**src/rtl/dhms_pkg.sv**
```systemverilog
// Shared constants, field widths and state type for the d/h/m/s countdown timer.
package dhms_pkg;

   localparam int SEC_MAX = 59;
   localparam int MIN_MAX = 59;
   localparam int HRS_MAX = 23;

   localparam int SEC_W = 6;
   localparam int MIN_W = 6;
   localparam int HRS_W = 5;
   localparam int DAY_W = 5;

   typedef enum logic [1:0] {
      IDLE    = 2'd0,
      RUN     = 2'd1,
      PAUSE   = 2'd2,
      EXPIRED = 2'd3
   } dhms_cd_state_t;

endpackage

```
**src/rtl/dhms_down_digit.sv**
```systemverilog
// Modulo-(MAX+1) down counter digit with synchronous load and borrow output.
module dhms_down_digit #(
   parameter int MAX = 59,
   parameter int W   = 6
) (
   input  logic         clk,
   input  logic         rst,
   input  logic         en,
   input  logic         load,
   input  logic [W-1:0] load_val,
   output logic [W-1:0] value,
   output logic         borrow_out
);

   localparam logic [W-1:0] TOP = W'(MAX);

   always_ff @(posedge clk or posedge rst) begin
      if (rst) begin
         value <= '0;
      end else if (load) begin
         value <= load_val;
      end else if (en) begin
         value <= (value == '0) ? TOP : value - W'(1);
      end
   end

   assign borrow_out = en && (value == '0);

endmodule

```
**src/rtl/dhms_countdown.sv**
```systemverilog
// Days/hours/minutes/seconds countdown timer with expiry pulse.
// Define DHMS_CD_AUTO_RELOAD_EN for periodic reload from the last loaded value.
module dhms_countdown
   import dhms_pkg::*;
#(
   parameter int DAY_MAX = 30
) (
   input  logic             clk,
   input  logic             rst,
   input  logic             tick,
   input  logic             load,
   input  logic [DAY_W-1:0] load_day,
   input  logic [HRS_W-1:0] load_hrs,
   input  logic [MIN_W-1:0] load_min,
   input  logic [SEC_W-1:0] load_sec,
   input  logic             start,
   input  logic             stop,
   output logic [DAY_W-1:0] day,
   output logic [HRS_W-1:0] hrs,
   output logic [MIN_W-1:0] min,
   output logic [SEC_W-1:0] sec,
   output logic             running,
   output logic             done,
   output logic             load_err
);

   dhms_cd_state_t state, state_nxt;

   logic load_ok, ld_ok;
   logic is_zero, is_one;
   logic dec, reload;
   logic done_nxt, err_nxt;
   logic sec_bo, min_bo, hrs_bo;
   logic digit_load;
   logic [SEC_W-1:0] sec_src;
   logic [MIN_W-1:0] min_src;
   logic [HRS_W-1:0] hrs_src;
   logic [DAY_W-1:0] day_src;
   logic shadow_nz;

   assign load_ok = (int'(load_sec) <= SEC_MAX) &&
                    (int'(load_min) <= MIN_MAX) &&
                    (int'(load_hrs) <= HRS_MAX) &&
                    (int'(load_day) <= DAY_MAX);
   assign ld_ok   = load && load_ok;

   assign is_zero = (day == '0) && (hrs == '0) &&
                    (min == '0) && (sec == '0);
   assign is_one  = (day == '0) && (hrs == '0) &&
                    (min == '0) && (sec == SEC_W'(1));

`ifdef DHMS_CD_AUTO_RELOAD_EN
   logic [DAY_W-1:0] sh_day;
   logic [HRS_W-1:0] sh_hrs;
   logic [MIN_W-1:0] sh_min;
   logic [SEC_W-1:0] sh_sec;

   always_ff @(posedge clk or posedge rst) begin
      if (rst) begin
         sh_day <= '0;
         sh_hrs <= '0;
         sh_min <= '0;
         sh_sec <= '0;
      end else if (ld_ok) begin
         sh_day <= load_day;
         sh_hrs <= load_hrs;
         sh_min <= load_min;
         sh_sec <= load_sec;
      end
   end

   assign shadow_nz = (sh_day != '0) || (sh_hrs != '0) ||
                      (sh_min != '0) || (sh_sec != '0);
   assign sec_src   = ld_ok ? load_sec : sh_sec;
   assign min_src   = ld_ok ? load_min : sh_min;
   assign hrs_src   = ld_ok ? load_hrs : sh_hrs;
   assign day_src   = ld_ok ? load_day : sh_day;
`else
   assign shadow_nz = 1'b0;
   assign sec_src   = load_sec;
   assign min_src   = load_min;
   assign hrs_src   = load_hrs;
   assign day_src   = load_day;
`endif

   // One request wins per cycle: load, stop, start, then tick.
   always_comb begin
      state_nxt = state;
      done_nxt  = 1'b0;
      err_nxt   = 1'b0;
      dec       = 1'b0;
      reload    = 1'b0;
      if (load) begin
         if (load_ok) state_nxt = IDLE;
         else         err_nxt   = 1'b1;
      end else if (stop && state == RUN) begin
         state_nxt = PAUSE;
      end else if (start && (state == IDLE || state == PAUSE)) begin
         if (is_zero) begin
            state_nxt = EXPIRED;
            done_nxt  = 1'b1;
         end else begin
            state_nxt = RUN;
         end
      end else if (tick && state == RUN) begin
         dec = 1'b1;
         if (is_one) begin
            done_nxt = 1'b1;
            if (shadow_nz) reload    = 1'b1;
            else           state_nxt = EXPIRED;
         end
      end
   end

   always_ff @(posedge clk or posedge rst) begin
      if (rst) begin
         state    <= IDLE;
         running  <= 1'b0;
         done     <= 1'b0;
         load_err <= 1'b0;
      end else begin
         state    <= state_nxt;
         running  <= (state_nxt == RUN);
         done     <= done_nxt;
         load_err <= err_nxt;
      end
   end

   assign digit_load = ld_ok || reload;

   dhms_down_digit #(.MAX(SEC_MAX), .W(SEC_W)) u_sec (
      .clk(clk), .rst(rst), .en(dec), .load(digit_load),
      .load_val(sec_src), .value(sec), .borrow_out(sec_bo)
   );

   dhms_down_digit #(.MAX(MIN_MAX), .W(MIN_W)) u_min (
      .clk(clk), .rst(rst), .en(sec_bo), .load(digit_load),
      .load_val(min_src), .value(min), .borrow_out(min_bo)
   );

   dhms_down_digit #(.MAX(HRS_MAX), .W(HRS_W)) u_hrs (
      .clk(clk), .rst(rst), .en(min_bo), .load(digit_load),
      .load_val(hrs_src), .value(hrs), .borrow_out(hrs_bo)
   );

   // Zero check upstream guarantees day is non-zero when hrs borrows.
   always_ff @(posedge clk or posedge rst) begin
      if (rst)             day <= '0;
      else if (digit_load) day <= day_src;
      else if (hrs_bo)     day <= day - DAY_W'(1);
   end

endmodule

```
**config.mk**
```make
export PLATFORM = sky130hd
export DESIGN_NAME = dhms_countdown
export DESIGN_NICKNAME = d
export VERILOG_FILES = /design/src/rtl/dhms_pkg.sv /design/src/rtl/dhms_down_digit.sv /design/src/rtl/dhms_countdown.sv
export SDC_FILE = /design/constraint.sdc
export NUM_CORES = 1
export LEC_CHECK = 0
export CAP_MARGIN = 15
export CELL_PAD_IN_SITES_DETAIL_PLACEMENT = 2
export CELL_PAD_IN_SITES_GLOBAL_PLACEMENT = 2
export CORE_UTILIZATION = 29
export CTS_CLUSTER_SIZE = 30
export DETAILED_ROUTE_END_ITERATION = 7
export PLACE_DENSITY_LB_ADDON = 0.1
export SLEW_MARGIN = 20
export SYNTH_ARGS = -nofsm -noshare
export SYNTH_HDL_FRONTEND = slang
export SYNTH_SLANG_ARGS = --single-unit
```
**constraint.sdc**
```tcl
create_clock -name clk -period 3.6 [get_ports clk]
set_clock_uncertainty 0.15 [all_clocks]
set_input_delay 1.08 -clock clk [delete_from_list [all_inputs] [get_ports clk]]
set_output_delay 1.08 -clock clk [all_outputs]
set_load 0.005 [all_outputs]
```
# After elaboration in Yosys (flattened, before gate mapping)
# Index checks and enable logic that the tools add are counted.
[word_totals] word_cells=74 input_bits=28 out_inout_bits=25 ff_bits=27
[classes] reduce_logical=24 magnitude_cmp=4 n_eq_ne=4 n_addsub=4 n_mux=30
[op_table] operator="$mux 6" count=6
[op_table] operator="$mux 5" count=5
[op_table] operator="$logic_and 1x1->1" count=14
[op_table] operator="$mux 2" count=7
[op_table] operator="$le 6x6->1 const B" count=2
[op_table] operator="$logic_not 6->1" count=2
[op_table] operator="$mux 1" count=12
[op_table] operator="$sub 6x1->6 const B" count=2
[op_table] operator="$le 5x5->1 const B" count=2
[op_table] operator="$logic_not 5->1" count=2
[op_table] operator="$sub 5x1->5 const B" count=2
[op_table] operator="$reduce_bool 2->1" count=4
[op_table] operator="$eq 6x1->1 const B" count=1
[op_table] operator="$eq 2x1->1 const B" count=2
[op_table] operator="$eq 2x2->1 const B" count=1
[op_table] operator="$logic_not 2->1" count=1
[op_table] operator="$logic_or 1x1->1" count=1

# Longest topological paths before layout
[logic_depth] word_depth=11 ltp_mapped=7 ltp_nobuf=6

# Modules after synthesis
# From an unflattened synthesis, not the netlist that was laid out.
[hier_totals] hier_cells=188 hier_area_um2=1730.4
[modules_own_cells] mod="dhms_down_digit (u_min ...)" cells_per_inst=46 seq_area_each_um2=150.1 n_inst=2 area_each_um2=397.9
[modules_own_cells] mod="dhms_countdown" cells_per_inst=63 seq_area_each_um2=250.2 n_inst=1 area_each_um2=636.9
[modules_own_cells] mod="dhms_down_digit (u_hrs)" cells_per_inst=33 seq_area_each_um2=125.1 n_inst=1 area_each_um2=297.8

# Least setup slack after synthesis
# No wires, ideal clock.
[synth_timing] kind="input to register" from="input port load" to="register u_min.value[2]" t_required_ns=3.368 setup_time_ns=0.082 n_path_buf=2 cell_stages=6 t_arrival_ns=2.760 setup_slack_ns=0.608 cell_sequence="clkbuf_1 > nand4bb_1 > or4_1 > buf_2 > or4_1 > a31oi_1"
[synth_via] elab_chain_len=3 elab_cells_between_ends=5 cone_classes="2 x mux; 3 x reduce/logical"
[synth_rtl] element="from (decl)" line_no="dhms_countdown.sv:11" source="input logic load,"
[synth_rtl] element="$mux 1" line_no="dhms_countdown.sv:93" source="if (load) begin"
[synth_rtl] element="$logic_and 1x1->1" line_no="dhms_down_digit.sv:27" source="assign borrow_out = en && (value == '0);"
[synth_rtl] element="$reduce_bool 2->1 (no source line)"
[synth_rtl] element="to (signal assigned)" line_no="dhms_down_digit.sv:21" source="value <= load_val;"
[synth_rtl] element="to (signal assigned)" line_no="dhms_down_digit.sv:23" source="value <= (value == '0) ? TOP : value - W'(1);"
[synth_rtl] element="to (decl)" line_no="dhms_down_digit.sv:11" source="output logic [W-1:0] value,"
# Parallel ways exist; a longest one is shown, timed or not.
# A chain may end at the register's enable or synchronous reset.

# Worst setup path after layout
# Ends and elaborated chain as after synthesis.

==> results.toml <==
[run_status]
status = "completed"

[synthesis]
synth_area_um2 = 1840
synth.most_common_cell = "dfrtp_1"
async_flop_share = 1.00
synth_edf_count = 0
ys_seq_area_frac = 0.367
synth_cells = 217
syn-mean-instance-area_um2 = 8.49
yosys_warnings = 0
syn_nets = 254
synth_seq_cells = 27
synth_common_cells = "27 x dfrtp_1, 19 x nor3_1, 16 x inv_1, 16 x nand3_1, 15 x o31ai_1"
synth.distinct_cells = 40
yosysTopAreaCell = "dfrtp_1"
yosys-top-cells-area = "dfrtp_1 37%, ha_1 6.1%, o31ai_1 6.1%"
synth_top_area_share = 0.367
synth_ff_type = "dfrtp_1"

[drt]
drt-initial-drc-count = 54
drt.antenna.violating_nets = 0
wire_per_inst_um = 19.8
via_count = 2011
viasPerCell = 5.66
drtPass1Iterations = 4
routed_wl_um = 7010
drc = 0

[clock_tree]
cts-resized-gates = 0
ctsHoldBuffers = 0
clkLatencyLatePin_ns = 0.29
clock-sinks = 27
path_clk_slew_ns = 0.11
postCtsSetupRepairBufs = 0
clock_path_buffers = 2
numCtsBuffers = 3
cts-root-buf = "clkbuf_8"
htreeDepth = 1
cts_tree = "done"

[flow_run]
max_cap_viol_count = 0

[finish]
insertedDiodeCount = 0
final_cells = 355
drive_gt1_frac = 0.100
fillers = 702
final_area_um2 = 2590
final_nets = 318
areaGrowthSynthToFinish_pct = 40.3
final_util = 0.429

[worst_setup_path]
crit_top_cell = "or4_1"
path_cells = "clkdlybuf4s50_1 > nand4bb_1 > or4_1 > or4_1 > a31oi_1"
r2r-end = "day[3]"
max_stage_delay_ns = 0.58
rrSetupSlack_ns = 0.99
rr_startpoint = "u_hrs.value[0]"
crit_start = "load"
cp-start-kind = "input port"
critPathSlowestCell = "or4_1"
critPathArrivalTime_ns = 3.12
critPathCapture = "u_min.value[2]"
worst-setup-path-type = "in2reg"
r2r_cells = 6
cp.required_ns = 3.67
worst_setup_path_end_kind = "register"
critical_path_buf_inv_count = 1
cp_num_cells = 5
path_delay_family = "simple AND/OR/NAND/NOR gates"
cp_max_fo = 6

[placed_design]
preCtsSetupSlack_ns = 0.279
finalWeightedCongestion = 0.777
place_hpwl_um = 5440
placed_area_um2 = 2540
dp_cells = 351
io_buffers = 52

[floorplanning]
die_width_um = 81.7
ios = 53
core_area_um2 = 6030
start_util = 0.306
die_y_um = 81.7
rows = 28
die-area_um2 = 6680

[power]
p_int_mw = 0.618
p_switching_mw = 0.350
p_clk_frac = 0.197
power.total_mw = 0.968
power_frac_comb = 0.376
leakage_nw = 1.00
power_density_nw_per_um2 = 374
switching_share = 0.362
seqPwrFrac = 0.427
ir_drop_mv = 0.171

[global_route]
antenna_found_initial = 0
grt_pass1_wl_um = 11400
grt_max_degree = 28
track_usage = 0.228
grt_overflow_total = 0
grt_pass1_vias = 2200

[sta]
setup_viol = 0
setup_tns_ns = 0
worst_pin_slew_ns = 0.572
finalHoldViolations = 0
timing.fmax_mhz = 328
slew_viol_final = 0
rsz0062_at_grt = "no"
finalWorstSetupSlack_ns = 0.548
period_share = 0.848
whs_ns = 0.480
relSlewSlack = 0.618
fin_crit_ns = 3.05

[worst_hold_path]
whs_path_depth = 2
min-delay-path-class = "reg2reg"
[final cells by class]
cell class / count / area (um^2) / share of cell area
multi-input combinational: 166 / 1070 / 0.416
sequential: 27 / 676 / 0.261
timing repair buffer: 67 / 633 / 0.245
tap: 75 / 93.8 / 0.0363
inverter: 16 / 60.1 / 0.0232
clock buffer: 3 / 41.3 / 0.0160
clock inverter: 1 / 7.51 / 0.00290
[worst min-delay path by stage]
stage / startpoint / to / slack (ns)
floorplan: u_sec.value[1] / u_sec.value[1] / 0.42
global placement: day[0] / day[0] / 0.45
detailed placement: u_sec.value[1] / u_sec.value[1] / 0.47
CTS: day[0] / day[0] / 0.49
global route: day[3] / day[3] / 0.52
finish: day[0] / day[0] / 0.48
[power groups by stage]
stage / registers (mW) / logic [mW] / clock network (mW)
final: 0.413 / 0.364 / 0.191
after global routing: 0.423 / 0.405 / 0.209
after CTS: 0.414 / 0.371 / 0.197
after detailed placement: 0.419 / 0.368 / 0
after global placement: 0.417 / 0.358 / 0
after floorplan: 0.403 / 0.176 / 0
[layout by cell type (no fill, tap or decap), types with 3 or more instances in the layout]
master and count:
a21oi_1 14, a221o_1 3, a31oi_1 12, and3_1 4, buf_4 15, clkbuf_8 3, clkdlybuf4s50_1 52, dfrtp_1 27
ha_1 9, inv_1 16, nand2_1 9, nand3_1 16, nand4_1 6, nor2_1 10, nor3_1 19, nor4_1 6
o21ai_0 8, o31ai_1 15, or2_2 3, or4_1 7
[kinds of logic (layout without fill, tap and decap cells)]
family,count (synthesis),after routing,share of synthesized area
and+or+nand+nor,94,94,0.290
AOI/OAI and AO/OA,60,60,0.215
DFF,27,27,0.367
buffers and inverters,24,87,0.0502
adders and majority gates,9,9,0.0611
muxes,3,3,0.0170
[tightest hold or removal path, delay by kind of cell (launching register included)]
kind / cells / cell delay (ns)
DFF: 1 / 0.43
AOI/OAI and AO/OA: 2 / 0.16
[flip-flops by register name (all words and copies together), names as in the netlist]
signal and count:
u_min.value 6, done 1, state 2, u_hrs.value 5, running 1, load_err 1, day 5, u_sec.value 6
[metal layers]
metal,vias to the layer above,wire [um],GRT usage
met5,-,0,0
met4,0,66,0.0421
met3,6,202,0.0267
met2,42,3470,0.403
met1,998,3270,0.298
li1,965,-,-
(Power assumes the default switching activity.)
